===== src/rtl/fnd_scan_controller.sv =====
// Multiplexed FND digit scanner: time-slices NUM_DIGITS select lines with an
// all-off anti-ghosting window at the start of every slot.
module fnd_scan_controller #(
  parameter int unsigned NUM_DIGITS     = 4,
  parameter int unsigned REFRESH_DIV    = 100000,
  parameter int unsigned BLANK_CYCLES   = 1000,
  parameter bit          SEL_ACTIVE_LOW = 1'b1,
  localparam int unsigned IW = (NUM_DIGITS > 1) ? $clog2(NUM_DIGITS) : 1,
  localparam int unsigned CW = (REFRESH_DIV > 1) ? $clog2(REFRESH_DIV) : 1
) (
  input  logic                  i_clk,
  input  logic                  i_rst_n,
  input  logic                  i_en,
  input  logic                  i_blank,
  input  logic [NUM_DIGITS-1:0] i_digit_mask,
  output logic [NUM_DIGITS-1:0] o_digit,
  output logic [IW-1:0]         o_digit_idx,
  output logic                  o_frame_start
);

  typedef enum logic [1:0] {
    S_OFF   = 2'd0,
    S_BLANK = 2'd1,
    S_ON    = 2'd2
  } state_e;

  localparam logic [CW-1:0]         CNT_MAX  = CW'(REFRESH_DIV - 1);
  localparam logic [IW-1:0]         IDX_MAX  = IW'(NUM_DIGITS - 1);
  localparam logic [NUM_DIGITS-1:0] ALL_OFF  = SEL_ACTIVE_LOW ? {NUM_DIGITS{1'b1}} : {NUM_DIGITS{1'b0}};
  localparam logic [NUM_DIGITS-1:0] ONE_LSB  = {{(NUM_DIGITS-1){1'b0}}, 1'b1};

  state_e                  state_q, state_d;
  logic [CW-1:0]           cnt_q, cnt_d;
  logic [IW-1:0]           idx_q, idx_d;
  logic [NUM_DIGITS-1:0]   digit_q, digit_d;
  logic                    frame_q, frame_d;
  logic [NUM_DIGITS-1:0]   sel_onehot_s;

  // Slot phase depends only on the position within the slot.
  function automatic state_e slot_phase(input logic [CW-1:0] c);
    if (32'(c) < BLANK_CYCLES) begin
      return S_BLANK;
    end else begin
      return S_ON;
    end
  endfunction

  // State, counters and all outputs registered together so outputs track next-state.
  always_ff @(posedge i_clk) begin
    if (!i_rst_n) begin
      state_q <= S_OFF;
      cnt_q   <= '0;
      idx_q   <= '0;
      digit_q <= ALL_OFF;
      frame_q <= 1'b0;
    end else begin
      state_q <= state_d;
      cnt_q   <= cnt_d;
      idx_q   <= idx_d;
      digit_q <= digit_d;
      frame_q <= frame_d;
    end
  end

  // Next-state timing: disable wins, a fresh enable restarts at slot 0, otherwise advance.
  always_comb begin
    state_d = state_q;
    cnt_d   = cnt_q;
    idx_d   = idx_q;
    frame_d = 1'b0;
    if (!i_en) begin
      state_d = S_OFF;
      cnt_d   = '0;
      idx_d   = '0;
    end else if (state_q == S_OFF) begin
      cnt_d   = '0;
      idx_d   = '0;
      state_d = slot_phase(CW'(0));
      frame_d = 1'b1;
    end else begin
      if (cnt_q == CNT_MAX) begin
        cnt_d = '0;
        if (idx_q == IDX_MAX) begin
          idx_d = '0;
        end else begin
          idx_d = idx_q + IW'(1);
        end
      end else begin
        cnt_d = cnt_q + CW'(1);
        idx_d = idx_q;
      end
      state_d = slot_phase(cnt_d);
      frame_d = (cnt_d == '0) && (idx_d == '0);
    end
  end

  // Digit select from next-state plus the currently sampled blank and mask.
  always_comb begin
    sel_onehot_s = ONE_LSB << idx_d;
    digit_d      = ALL_OFF;
    case (state_d)
      S_ON: begin
        if (!i_blank && ((i_digit_mask & sel_onehot_s) != '0)) begin
          digit_d = SEL_ACTIVE_LOW ? ~sel_onehot_s : sel_onehot_s;
        end else begin
          digit_d = ALL_OFF;
        end
      end
      default: digit_d = ALL_OFF;
    endcase
  end

  assign o_digit       = digit_q;
  assign o_digit_idx   = idx_q;
  assign o_frame_start = frame_q;

endmodule


===== config.mk =====
export PLATFORM = sky130hd
export DESIGN_NAME = fnd_scan_controller
export DESIGN_NICKNAME = d
export VERILOG_FILES = /design/src/rtl/fnd_scan_controller.sv
export SDC_FILE = /design/constraint.sdc
export NUM_CORES = 1
export LEC_CHECK = 0
export BUFFER_PORTS_ARGS = -buffer_cell sky130_fd_sc_hd__buf_2
export CORE_ASPECT_RATIO = 1.2
export CORE_MARGIN = 3
export CORE_UTILIZATION = 55
export CTS_CLUSTER_SIZE = 25
export DETAILED_ROUTE_END_ITERATION = 10
export PLACE_DENSITY = 0.84
export RECOVER_POWER = 100
export REMOVE_ABC_BUFFERS = 1
export SYNTH_ARGS = -nofsm -noshare
export SYNTH_HDL_FRONTEND = slang
export SYNTH_SLANG_ARGS = --single-unit

===== constraint.sdc =====
create_clock -name i_clk -period 4.7 [get_ports i_clk]
set_clock_uncertainty 0.15 [all_clocks]
set_input_delay 0.235 -clock i_clk [delete_from_list [all_inputs] [get_ports i_clk]]
set_output_delay 0.235 -clock i_clk [all_outputs]
set_load 0.03 [all_outputs]

Yosys cells after proc, flatten, opt, wreduce, memory -nomap -nowiden
Index checks and enable logic that the tools add are counted.
- shift-type cells: 1
- reductions and logical operators: 10
- equality and inequality tests: 3
- $lt $le $gt $ge: 1
- add/subtract/negate cells: 2
- bitwise gates (word level): 4
- muxes and demuxes: 13
- operators by type and width (cell ; count):
    $mux W17 ; 3
    $mux W2 ; 9
    $add A17 B1 Y17 const B ; 1
    $eq A17 B17 Y1 const B ; 1
    $logic_not A17 Y1 ; 1
    $lt A17 B10 Y1 const B ; 1
    $and A4 B4 Y4 ; 1
    $eq A2 B2 Y1 const B ; 2
    $logic_not A2 Y1 ; 2
    $not A4 Y4 ; 1
    $reduce_bool A4 Y1 ; 1
    $shl A1 B2 Y4 const A ; 1
    $reduce_and A3 Y1 ; 1
    $reduce_or A3 Y1 ; 1
    $add A2 B1 Y2 const B ; 1
    $logic_and A1 B1 Y1 ; 2
    $not A1 Y1 ; 2
    $reduce_and A2 Y1 ; 1
    $logic_not A1 Y1 ; 1
    $mux W1 ; 1
- bits in registers: 26
- output and inout bits: 7
- logic and storage cells: 39
- input port bits: 8

Logic depth before layout (Yosys ltp)
Gate-level depths: netlist of the first run.
- word-level depth: 12
- gate-level depth with buffers: 9
- gate-level depth less buffers: 8

Worst setup path before layout of the first run
Ideal clock, no wire load.
- path type: reg2reg
- start point: register cnt_q[0]
- end point: register digit_q[0] (netlist: o_digit[0])
- arrival time: 2.242 ns
- setup time: 0.127 ns
- required time: 4.423 ns
- path buffers: 1
- stages on the path, launching flop included: 10
- slack: 2.181 ns
- period minus slack after synthesis: 2.519 ns
- cells stage by stage: dfxtp_1 -> ha_1 -> inv_1 -> or4_1 -> clkbuf_1 -> nor3_1 -> nor4bb_1 -> o21ai_1 -> nor2_1 -> or3_1
- cells in the longest elaborated chain, start to end: 11
- elaborated cells between the ends (all ways): 21
- those cells by class: add/sub: 1; order compare: 1; eq/ne: 2; shift: 1; mux: 11; bitwise: 2; reduce/logical: 3
- ends and longest elaborated chain (what ; line ; source):
    from (decl) ; 33 ; logic [CW-1:0] cnt_q, cnt_d;
    from (signal assigned) ; 58 ; cnt_q <= cnt_d;
    parallel branches: the longest is 11 deep, another holds $add A17 B1 Y17 ; n/a ;
    to (signal assigned) ; 60 ; digit_q <= digit_d;
    to (decl) ; 35 ; logic [NUM_DIGITS-1:0] digit_q, digit_d;
Parallel ways; which one is timed is not known. The select of a mux whose other input is x is not followed.
A chain may end at the register's enable or synchronous reset.

Final worst setup path of the first run
- start point: register cnt_q[0]
- end point: register digit_q[3] (netlist: o_digit[3])
The elaborated chain is that of the path after synthesis.

==> flow_metrics.py, run 1 <==
metrics = {
    "clock_network": {
        "clk_path_buf_depth": 2,
        "cts_tree": "yes",
        "clkSinkCount": 26,
        "numCtsBuffers": 3,
        "post_cts_buffers": 0,
        "h-tree-depth": 1,
        "cts_resized": 0,
        "cts_root_buf": "clkbuf_4",
        "clk-insertion-delay-late_ps": 330,
        "clk_pin_slew_ps": 150,
        "holdBufCountCts": 0,
    },
    "pwr": {
        "powerDensity_mw_per_mm2": 224.6,
        "vdd_ir_drop_max_uv": 113.6,
        "p_leak_nw": 0.4838,
    },
    "worst_setup_path": {
        "cp_top_family": "simple AND/OR/NAND/NOR gates",
        "crit_buf_inv": 0,
        "critPathLaunchType": "flop",
        "cp.required_ps": 4830,
        "arrival_ps": 3440,
        "crit_path_cell_trace": "ha_1 > nand4_1 > nor3_1 > nor3_1 > or3_1 > a222oi_1 > or3_1",
        "worst_path_max_delay_cell": "nor3_1",
        "worstPathMaxFanout": 9,
        "crit_type": "reg -> reg",
        "reg2reg_slack_ps": 1390,
        "cp_slowest_stage_delay_ps": 890,
        "crit_path_end_kind": "flop",
    },
    "synthesis": {
        "yosys.area.top_type_share_pct": 35.02,
        "yosysSeqAreaShare_pct": 35.02,
        "synth_top_area_cell": "dfxtp_1",
        "yosys_warnings": 0,
        "synthTopCellsByArea": "dfxtp_1 (35%), nor2_1 (8.6%), xnor2_1 (4.1%), nand2_1 (4.0%), nand4_1 (3.8%)",
        "netlist_area_mm2": 0.001486,
        "synth_cell_types": 44,
        "ys_ff_latch": 26,
        "avgSynthCellArea_um2": 7.823,
        "synthCells": 190,
    },
    "route": {
        "drtAntennaViolNets": 0,
        "routed_via_density": 6.139,
        "first_pass_iters": 4,
        "drt_iter0_markers": 55,
        "drcViolationCount": 0,
        "drt_wl_total_um": 3274,
        "dr_total_vias": 1412,
        "wl_per_cell_um": 14.23,
    },
    "run_status": {
        "status": "finished, final reports clean",
    },
    "cells_and_area": {
        "final_cells": 230,
        "drive_above_1_share_pct": 7.614,
        "insertedDiodeCount": 0,
        "layout_commonest_cell": "nor2_1",
        "final_util_pct": 61.13,
        "nets": 209,
        "layout_common_cells": "nor2_1 (34), dfxtp_1 (26), nand2_1 (16), nand3_1 (10)",
        "design_area_mm2": 0.001560,
        "syn2layout_area_growth_pct": 4.967,
    },
    "job": {
        "drv_cap": 0,
    },
    "global_routing": {
        "antenna_found_initial": 0,
        "grt_max_degree": 15,
        "grt.total_usage_pct": 21.78,
        "grt_pass1_wl_um": 5671,
        "overflow": 0,
        "first_global_vias": 1363,
    },
    "placed_design": {
        "post-dp-hpwl_um": 2515,
        "place_area_mm2": 0.001544,
        "dp_cells": 226,
        "globalplace.congestion": 1.003,
        "portBuffers": 14,
    },
    "timing": {
        "grt_setup_unrepaired": "false",
        "tightest_slew_ps": 1003,
        "fin_setup_tns_ps": 0,
        "slew_headroom_pct": 32.61,
        "holdWs_ps": 20.06,
        "max_freq_mhz": 302.0,
        "setup_violations": 0,
        "hold_viol": 0,
        "post-route-min-period_ps": 3312,
        "slew_viol_final": 0,
        "fin_crit_sh_pct": 70.46,
    },
    "floorplan": {
        "start_util_pct": 58.24,
        "die_area_mm2": 0.003365,
        "rows": 20,
        "fp.dieW_um": 53.46,
        "core_area_mm2": 0.002552,
        "io_pins": 15,
        "die_h_um": 62.95,
    },
    "worst_hold_path": {
        "hold_path_class": "in -> reg",
    },
}
-- kinds of logic after synthesis --
| logic type | after synthesis | share of synthesized area (%) |
|---|---|---|
| AND/OR/NAND/NOR | 101 | 34.34 |
| XOR/XNOR | 13 | 7.660 |
| flip-flops | 26 | 35.02 |
| AO/OA/AOI/OAI | 27 | 12.80 |
| adder cells (fa/ha/maj) | 3 | 2.526 |
| multiplexers | 4 | 2.778 |
| buffers and inverters | 16 | 4.882 |
-- path summary, 6_finish.rpt --
check / from / end / depth (start not counted)
max: cnt_q[0]$_SDFF_PP0_ / o_digit[3]$_SDFF_PN1_ / 7
max reg2reg: cnt_q[0]$_SDFF_PP0_ / o_digit[3]$_SDFF_PN1_ / 7
min reg2reg: cnt_q[0]$_SDFF_PP0_ / cnt_q[0]$_SDFF_PP0_ / 1
min: i_rst_n / state_q[0]$_SDFF_PN0_ / 2
-- routing by layer --
layer  up-vias  GRT usage (%)  share of wire, %
li1        691              -                 -
met1       648          25.33                42
met2        61          35.12                49
met3        12          3.341               6.1
met4         0          14.70               2.5
met5         -              0                 0
-- report_power, final --
part	leakage (nW)	switching, W	total [W]	internal (W)
combinational	0.253	0.00000727	0.0000121	0.00000487
sequential	0.210	0.000000824	0.000223	0.000222
clock	0.0210	0.0000683	0.000116	0.0000475
-- synth_stat cells --
| cell | n |
|---|---|
| a2111oi_0 | 1 |
| a311o_1 | 1 |
| nand4_1 | 9 |
| nor3_1 | 8 |
| or4_1 | 2 |
| mux2_1 | 1 |
| nand3_1 | 10 |
| nor4_1 | 4 |
| o211a_1 | 1 |
| a222oi_1 | 1 |
| nand2_1 | 16 |
| o221ai_1 | 1 |
| nor2_1 | 34 |
| o31ai_1 | 1 |
| or3_1 | 6 |
| or2_2 | 2 |
| mux2i_1 | 3 |
| o211ai_1 | 1 |
| dfxtp_1 | 26 |
| a2bb2oi_1 | 1 |
| o21a_1 | 1 |
| xor2_1 | 6 |
| buf_2 | 7 |
| and2_1 | 1 |
| nand3b_1 | 1 |
| a211o_1 | 1 |
| and3_1 | 1 |
| or4_4 | 1 |
| a32o_1 | 1 |
| ha_1 | 3 |
| nor4bb_1 | 1 |
| xnor2_1 | 7 |
| nor2b_1 | 2 |
| a31o_2 | 2 |
| o21ai_0 | 7 |
| o21ai_1 | 2 |
| inv_1 | 5 |
| a21oi_1 | 3 |
| nor3_4 | 1 |
| nor3b_1 | 1 |
| buf_4 | 1 |
| clkbuf_1 | 3 |
| and4_1 | 1 |
| a22oi_1 | 2 |
-- flip-flops by register name (all words and copies together) (netlist names) --
| register | flops |
|---|---|
| cnt_q | 17 |
| o_digit | 4 |
| o_digit_idx | 2 |
| o_frame_start | 1 |
| state_q | 2 |
-- final cells by class --
type                       instances  area (um^2)
fill                             254        992.2
tap                               33        41.29
timing repair buffer              14        61.31
sequential                        26        520.5
clock buffer                       4        36.28
inverter                           5        18.77
multi-input combinational        148        882.1
-- through the flow --
step                       power, W  setup WS, ps
after floorplan           0.0002338          2184
after global placement    0.0002393          1916
after detailed placement  0.0002397          1810
after CTS                 0.0003517          1785
after global routing      0.0003638          1020
final                     0.0003505          1388
Note: power is estimated with default switching activity, not from simulation.
==> run 2, diff against run 1 <==
==> constraint.sdc (replaced) <==
create_clock -name i_clk -period 3.24 [get_ports i_clk]
set_clock_uncertainty 0.15 [all_clocks]
set_input_delay 0.162 -clock i_clk [delete_from_list [all_inputs] [get_ports i_clk]]
set_output_delay 0.162 -clock i_clk [all_outputs]
set_load 0.03 [all_outputs]
==> run 2 against run 1 <==
- non-clock buffer count grew 2
- sequential cell count unchanged
- count of clock-buffer cells in the layout is 1 lower
- core utilization rose by 0.64 points
- combinational power is 61% higher
- register-to-register slack lost 1100 ps
- cell count rose by 0.43%
- cell area is 1.0% higher
- first-iteration DRC count rose by 47%
- clock power up 17%
- sequential share of layout area shrank 0.34 points
- power rose by 36%
==> flow_metrics.py, run 2 (synthesized netlist as in run 1, its figures left out) <==
metrics = {
    "worst_setup_path": {
        "cp_common_cell": "or3_1",
        "worstPathMaxFanout": 9,
        "crit_buf_inv": 0,
        "crit_path_end_kind": "flop",
        "critPathLaunchType": "flop",
        "cp.depth": 7,
        "rr_startpoint": "cnt_q[0]$_SDFF_PP0_",
        "crit_type": "reg -> reg",
        "reg2reg_depth": 7,
        "cp_top_family": "simple AND/OR/NAND/NOR gates",
        "cp.required_ps": 3360,
        "reg2reg_slack_ps": 310,
        "arrival_ps": 3050,
        "cp_slowest_stage_delay_ps": 500,
        "reg2reg_to": "o_digit[0]$_SDFF_PN1_",
        "worst_path_max_delay_cell": "a222oi_1",
        "crit_path_cell_trace": "ha_1 > nand4_1 > nor3_4 > nor3_1 > or3_1 > a222oi_1 > or3_1",
    },
    "clock_network": {
        "cts_tree": "yes",
        "h-tree-depth": 1,
        "clk_pin_slew_ps": 140,
        "clkSinkCount": 26,
        "cts_root_buf": "clkbuf_4",
        "cts_resized": 0,
        "clk_path_buf_depth": 2,
        "numCtsBuffers": 3,
        "clk-insertion-delay-late_ps": 320,
        "post_cts_buffers": 0,
        "holdBufCountCts": 2,
    },
    "cells_and_area": {
        "layout_common_cells": "nor2_1 (34), dfxtp_1 (26), nand2_1 (16), nand3_1 (10)",
        "syn2layout_area_growth_pct": 6.060,
        "final_util_pct": 61.76,
        "insertedDiodeCount": 0,
        "layout_commonest_cell": "nor2_1",
        "nets": 211,
        "largest_register": "cnt_q",
        "drive_above_1_share_pct": 7.071,
        "largest_reg_flops": 17,
    },
    "run_status": {
        "status": "finished, final reports clean",
    },
    "pwr": {
        "p_switching_w": 0.0001047,
        "combinationalPowerShare_pct": 4.1,
        "p_leak_nw": 0.4990,
        "clockPowerShare_pct": 28.4,
        "p_int_w": 0.0003735,
        "power_frac_seq_pct": 67.5,
        "p_total_w": 0.0004782,
        "vdd_ir_drop_max_uv": 169.5,
        "powerDensity_mw_per_mm2": 303.3,
        "sw_frac_of_total_pct": 21.89,
    },
    "route": {
        "drt_wl_total_um": 3305,
        "drt_iter0_markers": 81,
        "first_pass_iters": 6,
        "dr_total_vias": 1431,
        "drtAntennaViolNets": 0,
        "routed_via_density": 6.195,
        "drcViolationCount": 0,
        "wl_per_cell_um": 14.31,
    },
    "global_routing": {
        "grt_use_met3_pct": 3.580,
        "first_global_vias": 1372,
        "grt.busiest_layer": "met2",
        "overflow": 0,
        "antenna_found_initial": 0,
        "grt_max_degree": 14,
        "use_met1_pct": 25.33,
        "grt_util_met2_pct": 36.20,
        "grt_pass1_wl_um": 5644,
        "grt.total_usage_pct": 21.59,
    },
    "placed_design": {
        "post-dp-hpwl_um": 2522,
        "globalplace.congestion": 1.005,
        "portBuffers": 14,
    },
    "timing": {
        "max_freq_mhz": 341.7,
        "tightest_slew_ps": 684.4,
        "grt_setup_unrepaired": "false",
        "setup_violations": 0,
        "post-route-min-period_ps": 2926,
        "slew_headroom_pct": 54.37,
        "slew_viol_final": 0,
        "hold_viol": 0,
        "fin_setup_tns_ps": 0,
        "fin_crit_sh_pct": 90.31,
    },
    "floorplan": {
        "die_area_mm2": 0.003365,
        "start_util_pct": 58.24,
        "io_pins": 15,
        "rows": 20,
        "die_h_um": 62.95,
        "fp.dieW_um": 53.46,
        "core_area_mm2": 0.002552,
    },
    "worst_hold_path": {
        "hold_path_class": "in -> reg",
        "min_delay_path_depth": 4,
        "hold_start": "i_blank",
        "min_to": "o_digit[0]$_SDFF_PN1_",
    },
    "job": {
        "drv_cap": 0,
    },
}
==> run 2: worst min-delay path, cell delays in order <==
cell and delay (ps):
buf_2 80, nor2_1 60, nand2_1 60, or3_1 80
==> run 2: worst max path at each step <==
stage,startpoint,to,slack [ps]
2_1_floorplan,cnt_q[0]$_SDFF_PP0_,o_digit[3]$_SDFF_PN1_,720
3_3_place_gp,cnt_q[0]$_SDFF_PP0_,o_digit[3]$_SDFF_PN1_,460
3_5_place_dp,cnt_q[0]$_SDFF_PP0_,o_digit[3]$_SDFF_PN1_,360
4_1_cts,cnt_q[0]$_SDFF_PP0_,o_digit[3]$_SDFF_PN1_,330
5_1_grt,cnt_q[0]$_SDFF_PP0_,o_digit[0]$_SDFF_PN1_,30
6_report,cnt_q[0]$_SDFF_PP0_,o_digit[0]$_SDFF_PN1_,310
==> run 2: layout make-up <==
class / count / area (um^2)
clock buffer: 3 / 22.52
sequential: 26 / 520.5
fill: 240 / 975.9
inverter: 5 / 18.77
timing repair buffer: 16 / 80.08
tap: 33 / 41.29
multi-input combinational: 148 / 893.4
==> run 2: layer usage <==
metal	vias to the layer above	wire, um
met2	59	1635
met5	-	0
met3	11	187
met1	665	1406
met4	0	75
li1	696	-
==> run 2: power by group through the flow <==
| stage | clock [W] | sequential, W | combinational (W) |
|---|---|---|---|
| after detailed placement | 0 | 0.000330 | 0.0000182 |
| after global placement | 0 | 0.000330 | 0.0000176 |
| after CTS | 0.000139 | 0.000323 | 0.0000200 |
| final | 0.000136 | 0.000323 | 0.0000195 |
| after floorplan | 0 | 0.000331 | 0.00000811 |
| after global routing | 0.000155 | 0.000323 | 0.0000221 |
==> run 2: stage by stage <==
stage / instances / hold WS [ps] / area (um^2) / setup WS, ps
after floorplan: 179 / 144.4 / 1433 / 724.0
after global placement: 226 / 287.6 / 1544 / 456.0
after detailed placement: 226 / 297.0 / 1544 / 362.8
after CTS: 231 / 1.962 / 1587 / 327.5
after global routing: 231 / 17.12 / 1577 / 29.89
final: 231 / 3.848 / 1577 / 313.9
==> run 3, diff against run 2 <==
--- a/config.mk
+++ b/config.mk
@@ -8,10 +8,10 @@
 export BUFFER_PORTS_ARGS = -buffer_cell sky130_fd_sc_hd__buf_2
 export CORE_ASPECT_RATIO = 1.2
 export CORE_MARGIN = 3
-export CORE_UTILIZATION = 55
+export CORE_UTILIZATION = 50
 export CTS_CLUSTER_SIZE = 25
 export DETAILED_ROUTE_END_ITERATION = 10
-export PLACE_DENSITY = 0.84
+export PLACE_DENSITY = 0.78
 export RECOVER_POWER = 100
 export REMOVE_ABC_BUFFERS = 1
 export SYNTH_ARGS = -nofsm -noshare
==> run 3 against run 2 <==
- cell count grew 1.7%
- sequential share of layout area down 0.54 points
- via count decreased by 1.5%
- largest power group unchanged
- sequential cell count did not move
- largest cell class unchanged
- combinational power up 4%
- highest routed layer unchanged
==> flow_metrics.py, run 3 (synthesized netlist as in run 1, its figures left out) <==
metrics = {
    "timing": {
        "post-route-min-period_ps": 2922,
        "fin_setup_tns_ps": 0,
        "setup_violations": 0,
        "tightest_slew_ps": 676.6,
        "max_freq_mhz": 342.3,
        "slew_viol_final": 0,
        "grt_setup_unrepaired": "false",
        "hold_viol": 0,
        "holdWs_ps": 270.6,
        "fin_crit_sh_pct": 90.17,
        "slew_headroom_pct": 54.89,
    },
    "clock_network": {
        "clk_pin_slew_ps": 140,
        "cts_tree": "yes",
        "cts_resized": 0,
        "clk_path_buf_depth": 2,
        "clk-insertion-delay-late_ps": 320,
        "h-tree-depth": 1,
        "numCtsBuffers": 3,
        "clkSinkCount": 26,
        "cts_root_buf": "clkbuf_4",
    },
    "worst_setup_path": {
        "crit_type": "reg -> reg",
        "reg2reg_slack_ps": 320,
        "cp.required_ps": 3370,
        "rr_startpoint": "cnt_q[0]$_SDFF_PP0_",
        "reg2reg_depth": 8,
        "crit_path_end_kind": "flop",
        "arrival_ps": 3050,
        "reg2reg_to": "state_q[0]$_SDFF_PN0_",
        "worstPathMaxFanout": 8,
        "critPathLaunchType": "flop",
    },
    "route": {
        "drt_wl_total_um": 3219,
        "drcViolationCount": 0,
        "dr_total_vias": 1409,
        "wl_per_cell_um": 13.70,
        "first_pass_iters": 4,
        "drt_iter0_markers": 59,
        "routed_via_density": 5.996,
        "drtAntennaViolNets": 0,
    },
    "cells_and_area": {
        "insertedDiodeCount": 0,
        "final_cells": 235,
        "nets": 214,
        "syn2layout_area_growth_pct": 7.828,
        "layout_common_cells": "nor2_1 (34), dfxtp_1 (26), nand2_1 (16), nand3_1 (10), nand4_1 (9)",
        "drive_above_1_share_pct": 7.960,
        "largest_register": "cnt_q",
        "layout_commonest_cell": "nor2_1",
        "largest_reg_flops": 17,
    },
    "placed_design": {
        "globalplace.congestion": 0.9960,
        "dp_cells": 229,
        "post-dp-hpwl_um": 2503,
        "portBuffers": 14,
    },
    "pwr": {
        "p_leak_nw": 0.5146,
        "powerDensity_mw_per_mm2": 299.9,
        "vdd_ir_drop_max_uv": 199.1,
    },
    "floorplan": {
        "die_area_mm2": 0.003666,
        "core_area_mm2": 0.002811,
        "die_h_um": 65.73,
        "rows": 21,
        "io_pins": 15,
        "start_util_pct": 52.87,
        "fp.dieW_um": 55.78,
    },
    "global_routing": {
        "grt.total_usage_pct": 19.78,
        "antenna_found_initial": 0,
        "first_global_vias": 1373,
        "grt_max_degree": 14,
        "overflow": 0,
        "grt_pass1_wl_um": 5899,
    },
    "worst_hold_path": {
        "hold_path_class": "in -> reg",
        "hold_start": "i_digit_mask[1]",
        "min_delay_path_depth": 3,
        "min_to": "o_digit[3]$_SDFF_PN1_",
    },
    "run_status": {
        "status": "finished, final reports clean",
    },
    "job": {
        "drv_cap": 0,
    },
}
run 3: cell count changes in the layout (fill, tap and decap cells not counted):
cell / change
o21ai_1: +1
dlygate4sd3_1: +1
buf_4: +2
o21ai_0: -1
run 3: final cells by class:
class                      count  area (um^2)
fill                         264         1209
multi-input combinational    148        893.4
timing repair buffer          19        105.1
clock buffer                   3        22.52
tap                           34        42.54
sequential                    26        520.5
inverter                       5        18.77
run 3: power by group:
part / switching (W) / leakage, nW / internal, W
combinational: 0.0000111 / 0.291 / 0.00000923
sequential: 0.00000120 / 0.210 / 0.000322
clock: 0.0000940 / 0.0138 / 0.0000435
total: 0.000106 / 0.515 / 0.000374
run 3: metal layers:
metal | track usage, % | wire length [um] | vias up
li1 | - | - | 701
met1 | 23.14 | 1409 | 655
met2 | 35.36 | 1586 | 46
met3 | 3.143 | 177 | 7
met4 | 8.815 | 45 | 0
met5 | 0 | 0 | -
run 3: how the worst max path moves through the flow:
stage,slack [ps],end,cells after the start,start
3_5_place_dp,360,o_digit[0]$_SDFF_PN1_,8,cnt_q[0]$_SDFF_PP0_
4_1_cts,350,o_digit[0]$_SDFF_PN1_,8,cnt_q[0]$_SDFF_PP0_
3_3_place_gp,440,o_digit[3]$_SDFF_PN1_,7,cnt_q[0]$_SDFF_PP0_
6_report,320,state_q[0]$_SDFF_PN0_,8,cnt_q[0]$_SDFF_PP0_
2_1_floorplan,720,o_digit[3]$_SDFF_PN1_,6,cnt_q[0]$_SDFF_PP0_
5_1_grt,90,o_digit[0]$_SDFF_PN1_,7,cnt_q[0]$_SDFF_PP0_
run 3: worst max-delay path, stage by stage, from the launching register on:
cell and delay [ps]:
dfxtp_1 480, ha_1 290, inv_1 80, or4_1 660, o21ai_0 240, nor4bb_1 330
o21ai_1 140, nor2_1 320, o211a_1 180
run 3: metrics by stage:
step | area, um^2 | worst slack [ps] | power (W) | utilization (%)
detailed placement | 1560 | 358.5 | 0.0003476 | 55.50
global route | 1603 | 86.00 | 0.0004994 | 57.01
global placement | 1560 | 444.3 | 0.0003470 | 55.50
CTS | 1613 | 352.8 | 0.0004845 | 57.37
floorplan | 1433 | 724.0 | 0.0003392 | -
finish | 1603 | 318.4 | 0.0004806 | 57.01
run 3: repair_timing:
action / 4_1_cts / 5_1_grt
hold buffers: 3 / 0
endpoints found under the hold margin: 3 / 0
setup buffers: 0 / 0
setup endpoints to repair: 0 / 0
